## config.mk

```make
export PLATFORM = sky130hd
export DESIGN_NAME = ahfp_float_2_fixed_pipe
export DESIGN_NICKNAME = d
export VERILOG_FILES = /design/src/rtl/ahfp_float_2_fixed_pipe.sv
export SDC_FILE = /design/constraint.sdc
export NUM_CORES = 1
export LEC_CHECK = 0
export CAP_MARGIN = 20
export CORE_UTILIZATION = 60
export DETAILED_ROUTE_END_ITERATION = 12
export GPL_ROUTABILITY_DRIVEN = 0
export PLACE_DENSITY_LB_ADDON = 0.1
export SETUP_SLACK_MARGIN = 0.5
export SYNTH_ARGS = -nofsm -noshare
export SYNTH_HDL_FRONTEND = slang
export SYNTH_SLANG_ARGS = --single-unit
```

## constraint.sdc

```tcl
create_clock -name clk -period 10.6 [get_ports clk]
set_input_delay 1.06 -clock clk [delete_from_list [all_inputs] [get_ports clk]]
set_output_delay 1.06 -clock clk [all_outputs]
set_load 0.05 [all_outputs]
```

## src/rtl/ahfp_float_2_fixed_pipe.sv

```systemverilog
// Purpose: IEEE-754 single to signed fixed-point (Q(OUT_WIDTH-FRAC_BITS).FRAC_BITS) with RNE/trunc, saturation, flags.
// Latency: 2 cycles (decode/shift register, round/saturate output register), 1 result per cycle.
// Backpressure: valid/ready; each stage loads when empty or draining; outputs hold while out_valid && !out_ready.
// Ports: clk/rst_n; in_valid/in_ready/in_data/rnd_mode (input side);
//        out_valid/out_ready/out_data/out_ovf/out_nan/out_inexact (result side);
//        sts_clear/sts_flags = sticky {nan, ovf, inexact} over delivered results.
module ahfp_float_2_fixed_pipe #(
  parameter int OUT_WIDTH = 32,
  parameter int FRAC_BITS = 29
) (
  input  logic                 clk,
  input  logic                 rst_n,
  input  logic                 in_valid,
  output logic                 in_ready,
  input  logic [31:0]          in_data,
  input  logic                 rnd_mode,
  output logic                 out_valid,
  input  logic                 out_ready,
  output logic [OUT_WIDTH-1:0] out_data,
  output logic                 out_ovf,
  output logic                 out_nan,
  output logic                 out_inexact,
  input  logic                 sts_clear,
  output logic [2:0]           sts_flags
);

  localparam int W  = OUT_WIDTH;
  // Wide enough to hold the 24-bit significand shifted left by up to W-1.
  localparam int FW = OUT_WIDTH + 24;
  localparam logic signed [10:0] W_S = 11'(OUT_WIDTH);
  localparam logic signed [10:0] F_S = 11'(FRAC_BITS);
  localparam logic [W-1:0] POS_MAX = {1'b0, {(W-1){1'b1}}};
  localparam logic [W-1:0] NEG_MIN = {1'b1, {(W-1){1'b0}}};

  // ---------------- handshake ----------------
  logic s1_valid;
  logic adv2;   // output register may take a new word this cycle
  logic adv1;   // stage-1 register may take a new word this cycle

  assign adv2     = !out_valid || out_ready;
  assign adv1     = !s1_valid || adv2;
  assign in_ready = adv1;

  // ---------------- stage 1 decode / shift ----------------
  logic [7:0]         e;
  logic [22:0]        mfrac;
  logic [23:0]        sig;
  logic signed [10:0] sh;
  logic [10:0]        rsh;
  logic [FW-1:0]      full;
  logic [48:0]        rext;
  logic [W-1:0]       d_mag;
  logic               d_big, d_guard, d_sticky, d_nan;

  assign e     = in_data[30:23];
  assign mfrac = in_data[22:0];
  assign sig   = {1'b1, mfrac};
  assign sh    = $signed({3'b000, e}) - 11'sd150 + F_S;
  assign rsh   = 11'(-sh);

  always_comb begin
    d_mag    = '0;
    d_big    = 1'b0;   // magnitude >= 2^W, i.e. certainly saturates
    d_guard  = 1'b0;
    d_sticky = 1'b0;
    d_nan    = 1'b0;
    full     = '0;
    rext     = '0;
    if (e == 8'd0) begin
      // Zero/denormal flush: value is far below 1 LSB, only inexact survives.
      d_sticky = |mfrac;
    end else if (e == 8'hFF) begin
      if (mfrac != 23'd0) d_nan = 1'b1;
      else                d_big = 1'b1;
    end else if (sh >= 11'sd0) begin
      if (sh >= W_S) begin
        d_big = 1'b1;
      end else begin
        full  = {{W{1'b0}}, sig} << sh[5:0];
        d_big = |full[FW-1:W];
        d_mag = full[W-1:0];
      end
    end else begin
      if (rsh >= 11'd49) begin
        // Everything shifts past the guard position; hidden bit makes sticky 1.
        d_sticky = 1'b1;
      end else begin
        // Significand sits above 25 extension bits: [24] is guard, [23:0] sticky.
        rext     = {sig, 25'd0} >> rsh[5:0];
        full     = {{W{1'b0}}, rext[48:25]};
        d_big    = |full[FW-1:W];
        d_mag    = full[W-1:0];
        d_guard  = rext[24];
        d_sticky = |rext[23:0];
      end
    end
  end

  logic [W-1:0] s1_mag;
  logic         s1_sign, s1_big, s1_guard, s1_sticky, s1_nan, s1_rnd;

  always_ff @(posedge clk or negedge rst_n) begin
    if (!rst_n) begin
      s1_valid  <= 1'b0;
      s1_mag    <= '0;
      s1_sign   <= 1'b0;
      s1_big    <= 1'b0;
      s1_guard  <= 1'b0;
      s1_sticky <= 1'b0;
      s1_nan    <= 1'b0;
      s1_rnd    <= 1'b0;
    end else if (adv1) begin
      s1_valid <= in_valid;
      if (in_valid) begin
        s1_mag    <= d_mag;
        s1_sign   <= in_data[31];
        s1_big    <= d_big;
        s1_guard  <= d_guard;
        s1_sticky <= d_sticky;
        s1_nan    <= d_nan;
        s1_rnd    <= rnd_mode;
      end
    end
  end

  // ---------------- stage 2 round / negate / saturate ----------------
  logic         inc;
  logic [W:0]   rounded;
  logic         big2;
  logic         ovf_c;
  logic [W-1:0] res_c;

  assign inc     = s1_rnd & s1_guard & (s1_sticky | s1_mag[0]);
  assign rounded = {1'b0, s1_mag} + {{W{1'b0}}, inc};
  // Rounding carry out of the top bit also means the magnitude reached 2^W.
  assign big2    = s1_big | rounded[W];

  always_comb begin
    if (s1_sign) ovf_c = big2 | (rounded[W-1] & (|rounded[W-2:0]));
    else         ovf_c = big2 | rounded[W-1];
    if (ovf_c)        res_c = s1_sign ? NEG_MIN : POS_MAX;
    else if (s1_sign) res_c = -rounded[W-1:0];
    else              res_c = rounded[W-1:0];
  end

  always_ff @(posedge clk or negedge rst_n) begin
    if (!rst_n) begin
      out_valid   <= 1'b0;
      out_data    <= '0;
      out_ovf     <= 1'b0;
      out_nan     <= 1'b0;
      out_inexact <= 1'b0;
    end else if (adv2) begin
      out_valid <= s1_valid;
      if (s1_valid) begin
        out_data    <= res_c;
        out_ovf     <= ovf_c;
        out_nan     <= s1_nan;
        out_inexact <= s1_guard | s1_sticky;
      end
    end
  end

  // ---------------- sticky status ----------------
  // A delivered result's flags take priority over a coincident clear.
  always_ff @(posedge clk or negedge rst_n) begin
    if (!rst_n) begin
      sts_flags <= 3'b000;
    end else if (out_valid && out_ready) begin
      sts_flags <= (sts_clear ? 3'b000 : sts_flags) | {out_nan, out_ovf, out_inexact};
    end else if (sts_clear) begin
      sts_flags <= 3'b000;
    end
  end

endmodule
```

==> metrics.txt, run 1 <==
outcome=completed; Post-synth EDFFs=0; Clk Latency, worst-skew pair=0.34 ns; H-tree depth=3; CP Launch Type=input pin; syn nets=1192; Netlist cell types=79; Clock Sinks=78; routed vias=9052; initial antenna violation count=0; RR Startpoint=s1_sticky; FF-to-FF End=out_data[11]; Synth Warn #=0; register area share after synthesis=22.08%; Die Height=123.4 um; crit-path max FO=35; worst hold path class=reg -> reg; drt first pass iters=5; worst-margin pin slew=1.089 ns; DR vias/cell=6.725; clock root buffer=clkbuf_16; ratio of cells with drive above 1 in the final layout=9.262%; reg2reg path depth=12; Top FF cell, synth=dfrtp_1; VDD IR max=slightly below 0.08 mV; All-Layer GR Usage=around 36%; worst path arrival time=between 6 and 7 ns; PostCTS Resize Cnt=0; TNS Setup=0 ns; Hold Path Cell Cnt=2; fin nets=~1200; filler cell count=1189; Final Skew=0.008270 ns; Max Root-Sink Buffers=2; # IOs=78; Final setup viols=0; Core Box Area=14150 sq um; max_cap viols=0; Antenna diodes=0; Required @ worst endpoint=10.80 ns; Critical Path Source=in_data[24]; DRC Markers=0; mapped cell area=8838 sq um; Die Area=15220 sq um; CTS Buf Count=9; commonest non-fill, non-tap cells in the layout=nand2_1, nor2_1, dfrtp_1; Hold Path End=out_nan; CTS tree=built; Post-Syn Instances=1143; routed len/inst=between 15 and 20 um; first-pass GRT wire length=42.68 mm; Max-slew headroom=27.02%; area grow syn2layout=12.53%; RSZ-0062 raised after global routing=no; Tot Pwr=1684 uW; FF/Latch Area=1952 sq um; pwr/cell area=169.3 nW/um^2; Rows=43; #FFs+latches synth=78; Final min period=6.660 ns; final hold vios=0; max-slew violations=0; post-route ant nets=0; largest net degree at the start of global routing=79; Reg clk slew, reported paths=roughly 0.06 ns; # hold bufs at CTS=0; total gr overflow=0; overall routed net length=between 20 and 30 mm; FFs w/ async S/R, synth=100.0%; R2R setup slack=6.23 ns; Initial Utilization=between 60% and 70%; Pleak=0.003925 uW; origin of the worst min-delay path=s1_nan; Die W=123.4 um; final period utilization=62.83%; Crit Path Class=in -> reg; Setup crit end kind=flip-flop; Post-CTS Setup Bufs=0; syn_area_per_cell=just under 8 sq um; multi-input logic area=6469 sq um; vias in the first global route=7980; Fmax achieved=~150 MHz; PortBufs=77; most common cell after layout, fill and taps aside=nand2_1; post-DP HPWL=20.21 mm; Detailed Route Iter0 Violations=960
-- state kept, by name (all words and copies together), names as in the netlist --
register	cells
out_data	32
s1_mag	32
sts_flags	3
out_inexact	1
out_nan	1
out_ovf	1
out_valid	1
s1_big	1
s1_guard	1
s1_nan	1
s1_rnd	1
s1_sign	1
s1_sticky	1
s1_valid	1
-- report_power, final --
group	total (uW)	internal [uW]	switching (uW)
logic	944	338	606
registers	399	352	47.0
clock network	341	219	122
-- kinds of logic after synthesis --
family,Yosys count,synth area share [%]
buffers and inverters,107,5.011
xor gates and xnor gates,77,8.041
muxes,100,13.51
and+or+nand+nor,445,25.20
DFF,78,22.08
adders and majority gates,11,1.557
AOI/OAI and AO/OA,325,24.60
-- how the worst max path moves through the flow --
stage               cells after the start         to  slack (ns)
global placement                       16  s1_sticky        3.83
global route                           16  s1_sticky        3.39
CTS                                    17  s1_sticky        3.98
floorplan                              20  s1_sticky        5.42
finish                                 16  s1_sticky        3.94
detailed placement                     17  s1_sticky        3.64
-- cell usage after synthesis, drive strengths merged, types with 6 or more instances --
| cell | n | share of area, % |
|---|---|---|
| nand2 | 140 | 6.0 |
| nor2 | 98 | 4.2 |
| dfrtp | 78 | 22 |
| a21oi | 74 | 4.4 |
| o21ai | 72 | 4.1 |
| mux2i | 54 | 6.1 |
| clkbuf | 53 | 2.3 |
| xnor2 | 51 | 5.2 |
| nand3 | 49 | 2.8 |
| mux2 | 34 | 4.3 |
| buf | 32 | 1.8 |
| nand4 | 28 | 2.3 |
| nor3 | 26 | 1.6 |
| xor2 | 25 | 2.6 |
| a22o | 24 | 2.4 |
| a31oi | 21 | 1.5 |
| inv | 21 | 0.89 |
| nor4 | 18 | 1.7 |
| o311ai | 15 | 1.5 |
| o31ai | 15 | 1.3 |
| a22oi | 13 | 1.1 |
| and2 | 12 | 0.85 |
| mux4 | 12 | 3.1 |
| and3 | 11 | 0.78 |
| ha | 11 | 1.6 |
| nand2b | 11 | 0.78 |
| a211oi | 10 | 0.85 |
| nor2b | 10 | 0.71 |
| or3 | 10 | 0.71 |
| o211ai | 9 | 0.76 |
| o21a | 9 | 0.76 |
| and4 | 7 | 0.69 |
| nand3b | 6 | 0.51 |
| o22ai | 6 | 0.42 |
| or2 | 6 | 0.42 |
-- cell type report --
class,instances,area share (%)
tap,180,2.264
multi-input combinational,958,65.04
clock buffer,11,2.541
clock inverter,5,0.8177
timing repair buffer,92,8.882
inverter,22,0.8303
sequential,78,19.63
-- stage by stage --
step                setup WS, ns  hold slack, ns  instance area [sq um]  cells  utilization (%)
detailed placement         3.641          0.4582                   9597   1329            67.82
finish                     3.940          0.4698                   9946   1346            70.29
global route               3.389          0.4953                   9946   1346            70.29
CTS                        3.980          0.4733                   9931   1345            70.18
floorplan                  5.419          0.4386                   8838   1143                -
global placement           3.827          0.4482                   9597   1329            67.82
-- per-layer routing --
layer	routed length, um	up-vias	track usage (%)	share of wire (%)
met3	1735	121	3.183	6.5
met2	12130	488	57.65	45
met1	11030	4140	45.85	41
li1	-	4303	-	-
met4	1951	0	24.85	7.3
met5	0	-	0	0
-- critical path, stage by stage --
cell             delay (ns)
clkdlybuf4s50_1        0.66
inv_1                  0.15
ha_1                   0.37
inv_1                  0.07
ha_1                   0.27
buf_4                  0.33
inv_1                  0.45
ha_1                   0.97
inv_1                  0.69
mux4_2                 0.69
nor3_1                 0.30
a32oi_1                0.14
nor2_1                 0.19
a21boi_0               0.11
o31ai_1                0.25
a32oi_1                0.12
No activity file was read; power rests on OpenSTA's default activity.
==> inputs of run 2 (changes only) <==
--- a/config.mk
+++ b/config.mk
@@ -6,7 +6,7 @@
 export NUM_CORES = 1
 export LEC_CHECK = 0
 export CAP_MARGIN = 20
-export CORE_UTILIZATION = 60
+export CORE_UTILIZATION = 54
 export DETAILED_ROUTE_END_ITERATION = 12
 export GPL_ROUTABILITY_DRIVEN = 0
 export PLACE_DENSITY_LB_ADDON = 0.1
==> constraint.sdc (replaced) <==
create_clock -name clk -period 6 [get_ports clk]
set_input_delay 0.6 -clock clk [delete_from_list [all_inputs] [get_ports clk]]
set_output_delay 0.6 -clock clk [all_outputs]
set_load 0.05 [all_outputs]
==> run 2 against run 1 <==
Worst setup slack got worse by 2.9 ns. Final area increased by 0.42%. First-iteration DRC count decreased by 18%. Hold slack got worse by 0.072 ns. Register-to-register slack got worse by 4.6 ns. Via count decreased by 0.48%. Critical path depth decreased by 4. Sequential share of layout area decreased by 0.081 points. Global-route usage decreased by 3.4 points. Non-clock buffer count increased by 4. Core utilization decreased by 7.6 points. Largest power group unchanged. Wire length increased by 0.84%. Critical path type unchanged.
==> metrics.txt, run 2 (synthesis results as in run 1) <==
outcome=completed; Max-slew headroom=31.76% (+4.7 points); commonest non-fill, non-tap cells in the layout=nand2_1, nor2_1, dfrtp_1; CP Launch Type=input pin; Final Skew=0.01173 ns (+0.003464 ns); filler cell count=1487 (+25%); Max Root-Sink Buffers=2 (unchanged); Initial Utilization=55.44% (-7.0 points); Required @ worst endpoint=6.20 ns (-4.60 ns); reg2reg path depth=12 (unchanged); Die Height=129.9 um (+5.3%); Clock Sinks=78 (unchanged); RSZ-0062 raised after global routing=no; area grow syn2layout=13.00%; most common cell after layout, fill and taps aside=nand2_1; PortBufs=77 (unchanged); DRC Markers=0 (unchanged); final period utilization=roughly 80%; CTS Buf Count=9 (unchanged); CTS tree=built; max_cap viols=0 (unchanged); initial antenna violation count=0 (unchanged); All-Layer GR Usage=32.57% (-3.4 points); overall routed net length=27.07 mm (+0.84%); Reg clk slew, reported paths=0.06 ns (about the same); worst hold path class=in -> async; vias in the first global route=8060 (+1.0%); worst-margin pin slew=1.020 ns (-0.06964 ns); Post-CTS Setup Bufs=0 (unchanged); ratio of cells with drive above 1 in the final layout=9.573% (+0.31 points); routed vias=9009 (-0.48%); total gr overflow=0 (unchanged); Final setup viols=0 (unchanged); post-DP HPWL=20.81 mm (+3.0%); PostCTS Resize Cnt=0 (unchanged); drt first pass iters=8 (+3); pwr/cell area=292.7 nW/um^2 (+73%); RR Startpoint=s1_sticky; H-tree depth=3 (unchanged); Crit Path Class=in -> reg; biggest regs=out_data x32, s1_mag x32, sts_flags x3; first-pass GRT wire length=43.14 mm (+1.1%); max-slew violations=0 (unchanged); crit-path max FO=26 (-26%); worst path arrival time=5.14 ns (-1.72 ns); # hold bufs at CTS=0 (unchanged); Die Area=16880 sq um (+11%); Clk Latency, worst-skew pair=0.35 ns (about the same); clock root buffer=clkbuf_16; final hold vios=0 (unchanged); Antenna diodes=0 (unchanged); TNS Setup=0 ns (unchanged); Pleak=0.003917 uW (-0.20%); Critical Path Source=in_data[24]; Core Box Area=15940 sq um (+13%); Final min period=4.947 ns; routed len/inst=19.53 um (-2.1%); Detailed Route Iter0 Violations=784 (-18%); fin nets=1214 (+0.33%); post-route ant nets=0 (unchanged); Tot Pwr=2923 uW (+74%); DR vias/cell=6.500 (-3.3%); largest net degree at the start of global routing=79 (unchanged); Fmax achieved=about 200 MHz; VDD IR max=0.1745 mV (+130%); Rows=46 (+7.0%); Setup crit end kind=flip-flop; # IOs=78 (unchanged); Die W=129.9 um (+5.3%)
-- run 2: cell count changes in the layout (fill, tap and decap cells not counted) --
cell | before | now
buf_4 | 15 | 20
clkinvlp_4 | 1 | 4
buf_8 | 1 | 0
bufinv_16 | 2 | 1
clkbuf_8 | 2 | 1
clkinv_2 | 1 | 0
clkinv_4 | 1 | 0
inv_6 | 0 | 1
-- run 2: critical path: stages --
cell and delay, ns:
clkdlybuf4s50_1 0.61, inv_1 0.14, ha_1 0.37, a21oi_1 0.63, xnor2_2 0.17, buf_4 0.31, nor2_1 0.19, nand2_1 0.26
nor3_1 0.10, nor4_1 0.77, o2111ai_1 0.46, o311ai_0 0.53
-- run 2: path summary, 6_finish.rpt --
check                                to  slack (ns)
max                          s1_mag[16]        1.05
min                        out_data[31]        0.40
max reg2reg                out_data[10]        1.63
min reg2reg                     out_nan        0.47
max in group asynchronous    s1_mag[11]        5.01
min in group clk                out_nan        0.47
-- run 2: cell type report --
type	count	area, sq um	share of cell area [%]
multi-input combinational	958	6469	64.77
sequential	78	1952	19.54
clock inverter	6	68.82	0.6891
inverter	22	82.58	0.8269
clock buffer	10	239.0	2.393
timing repair buffer	96	905.9	9.070
tap	216	270.3	2.706
-- run 2: through the flow --
step | util (%) | hold slack [ns] | instances | cell area, sq um | setup WS [ns]
floorplan | - | 0.3044 | 1143 | 8838 | 1.279
global placement | 60.71 | 0.4560 | 1370 | 9679 | 0.9150
detailed placement | 60.71 | 0.4616 | 1370 | 9679 | 0.8903
CTS | 62.64 | 0.4379 | 1386 | 9987 | 1.248
global route | 62.64 | 0.4851 | 1386 | 9987 | 0.8822
finish | 62.64 | 0.3977 | 1386 | 9987 | 1.053
-- run 2: report_power, final --
group          switching (uW)  internal (uW)  leakage (uW)
registers                80.4            622       0.00100
logic                    1060            601       0.00278
clock network             220            334      0.000137
-- run 2: layer usage --
| metal | part of all wire, % | up-vias | track usage (%) |
|---|---|---|---|
| met2 | 46 | 455 | 53.63 |
| met3 | 6.4 | 106 | 4.264 |
| met4 | 5.7 | 0 | 19.43 |
| met1 | 42 | 4138 | 40.86 |
| met5 | 0 | - | 0 |
| li1 | - | 4310 | - |
==> inputs of run 3 (changes only) <==
--- a/config.mk
+++ b/config.mk
@@ -6,7 +6,7 @@
 export NUM_CORES = 1
 export LEC_CHECK = 0
 export CAP_MARGIN = 20
-export CORE_UTILIZATION = 54
+export CORE_UTILIZATION = 60
 export DETAILED_ROUTE_END_ITERATION = 12
 export GPL_ROUTABILITY_DRIVEN = 0
 export PLACE_DENSITY_LB_ADDON = 0.1
==> constraint.sdc (replaced) <==
create_clock -name clk -period 5.1 [get_ports clk]
set_input_delay 0.51 -clock clk [delete_from_list [all_inputs] [get_ports clk]]
set_output_delay 0.51 -clock clk [all_outputs]
set_load 0.05 [all_outputs]
==> run 3 against run 2 <==
Total power increased by 18%. Non-clock buffer count increased by 7. Combinational power increased by 19%. Register-to-register slack got worse by 0.62 ns. Wire length increased by 0.15%. Core utilization increased by 8.0 points. Critical path depth increased by 3. Cell count decreased by 2.1%. Clock power increased by 13%. Sequential share of layout area about the same. Global-route usage increased by 4.1 points. Critical path type unchanged. Critical endpoint is now s1_big. Largest cell class unchanged.
==> metrics.txt, run 3 (synthesis results as in run 1) <==
Detailed Route Iter0 Violations=994 (+27%); Final min period=around 4.2 ns; Initial Utilization=62.46% (+7.0 points); ratio of cells with drive above 1 in the final layout=10.03% (+0.45 points); outcome=completed; Clock Sinks=78 (unchanged); R2R setup slack=1.01 ns (-0.62 ns); Pleak=0.003966 uW (+1.2%); Fmax achieved=around 240 MHz; worst path arrival time=4.43 ns (-0.71 ns); max-slew violations=0 (unchanged); Die Height=123.4 um (-5.1%); # IOs=78 (unchanged); first-pass GRT wire length=43.21 mm (+0.16%); PortBufs=77 (unchanged); reg2reg path depth=10 (-2); crit-path max FO=34 (+31%); worst-margin pin slew=0.9389 ns (-0.08085 ns); Required @ worst endpoint=5.33 ns (-0.87 ns); initial antenna violation count=0 (unchanged); area grow syn2layout=13.04% (about the same); Crit Path Class=in -> reg; Setup crit end kind=flip-flop; pwr/cell area=345.1 nW/um^2 (+18%); post-DP HPWL=20.75 mm (-0.31%); commonest non-fill, non-tap cells in the layout=nand2_1, nor2_1, dfrtp_1; largest net degree at the start of global routing=79 (unchanged); RR Startpoint=s1_sticky; Placed Cells=1341 (-2.1%); buffers and inverters on the worst path=4 (+1); Reg clk slew, reported paths=0.06 ns (about the same); CP peak stage delay=0.60 ns (-0.17 ns); most common cell after layout, fill and taps aside=nand2_1; Rows=43 (-6.5%); PostCTS Resize Cnt=0 (unchanged); Tot Pwr=3448 uW (+18%); overall routed net length=27.11 mm (+0.15%); CTS Buf Count=9 (unchanged); cells along the critical path=clkdlybuf4s50_1 -> inv_1 -> ha_1 -> inv_1 -> ha_1 -> buf_4 -> mux4_2 -> mux2_2 -> nor2_1 -> a21oi_1 -> nor4b_1 -> nand3_1 -> o41ai_1 -> o2111ai_1 -> a32o_1; # hold bufs at CTS=0 (unchanged); Max-slew headroom=37.17% (+5.4 points); CTS tree=built; total gr overflow=0 (unchanged); filler cell count=1203 (-19%); hold_ws=0.3065 ns (-0.09123 ns); routed len/inst=19.98 um (+2.3%); VDD IR max=0.1626 mV (-6.8%); Clk Latency, worst-skew pair=0.34 ns (about the same); biggest regs=out_data x32, s1_mag x32, sts_flags x3; clock root buffer=clkbuf_16; Final Skew=0.01076 ns (-0.0009696 ns); DRC Markers=0 (unchanged); Antenna diodes=0 (unchanged); drt first pass iters=6 (-2); Die W=123.4 um (-5.1%); DR vias/cell=6.764 (+4.1%); All-Layer GR Usage=36.62% (+4.1 points); final hold vios=0 (unchanged); Post-CTS Setup Bufs=0 (unchanged); Die Area=15220 sq um (-9.8%); Core Box Area=14150 sq um (-11%); worst hold path class=in -> async; Final setup viols=0 (unchanged); post-route ant nets=0 (unchanged); final period utilization=82.27%; non-filler cells, final=1357 (-2.1%); H-tree depth=3 (unchanged); Critical Path Slowest Stage Cell=clkdlybuf4s50_1; fin nets=1221 (+0.58%); FF-to-FF End=out_data[12]; CP Launch Type=input pin; vias in the first global route=8292 (+2.9%); RSZ-0062 raised after global routing=no; max_cap viols=0 (unchanged); Top Family by Delay on Critical Path=buffers and inverters; Max Root-Sink Buffers=2 (unchanged); TNS Setup=0 ns (unchanged); routed vias=9179 (+1.9%)
## run 3: cell types whose count changed in the layout (fill, tap and decap cells not counted), sizes merged
| cell | previous run | this run |
|---|---|---|
| buf | 21 | 28 |
| clkinv | 1 | 6 |
| clkinvlp | 4 | 0 |
| inv | 22 | 21 |
## run 3: cell type report
type | count | area [sq um] | share of cell area [%]
inverter | 22 | 82.58 | 0.8265
clock inverter | 6 | 62.56 | 0.6262
multi-input combinational | 958 | 6469 | 64.75
sequential | 78 | 1952 | 19.54
tap | 180 | 225.2 | 2.254
clock buffer | 10 | 229.0 | 2.292
timing repair buffer | 103 | 970.9 | 9.718
## run 3: stage by stage
step	worst slack, ns	util [%]	area (sq um)
3_5_place_dp	0.5917	68.55	9699
2_1_floorplan	0.6077	-	8840
5_1_grt	0.6077	70.61	9991
3_3_place_gp	0.7360	68.55	9699
4_1_cts	0.9425	70.61	9991
6_report	0.9041	70.61	9991
## run 3: how the worst max path moves through the flow
stage | cells after the start | startpoint | to
after floorplan | 20 | in_data[24] | s1_sticky
after global placement | 15 | in_data[25] | s1_big
after detailed placement | 15 | in_data[25] | s1_big
after CTS | 15 | in_data[25] | s1_big
after global routing | 12 | s1_sticky | out_data[11]
final | 15 | in_data[25] | s1_big
## run 3: metal layers
metal | global-route usage (%) | vias up | wire length (um)
met2 | 59.92 | 513 | 12570
li1 | - | 4336 | -
met5 | 0 | - | 0
met3 | 5.120 | 124 | 2040
met1 | 44.45 | 4206 | 10650
met4 | 25.30 | 0 | 1851
## run 3: power by group
part           total (uW)  internal, uW  switching, uW
registers             828           732           95.4
logic                1990           719           1270
clock network         627           378            250
## run 3: worst register-to-register path, delay by kind of cell, from the launching register on
kind / cells / cell delay (ns)
and+or+nand+nor: 5 / 2.26
muxes: 1 / 0.33
adders and majority gates: 1 / 0.29
AOI/OAI and AO/OA: 3 / 0.69
DFF: 1 / 0.40
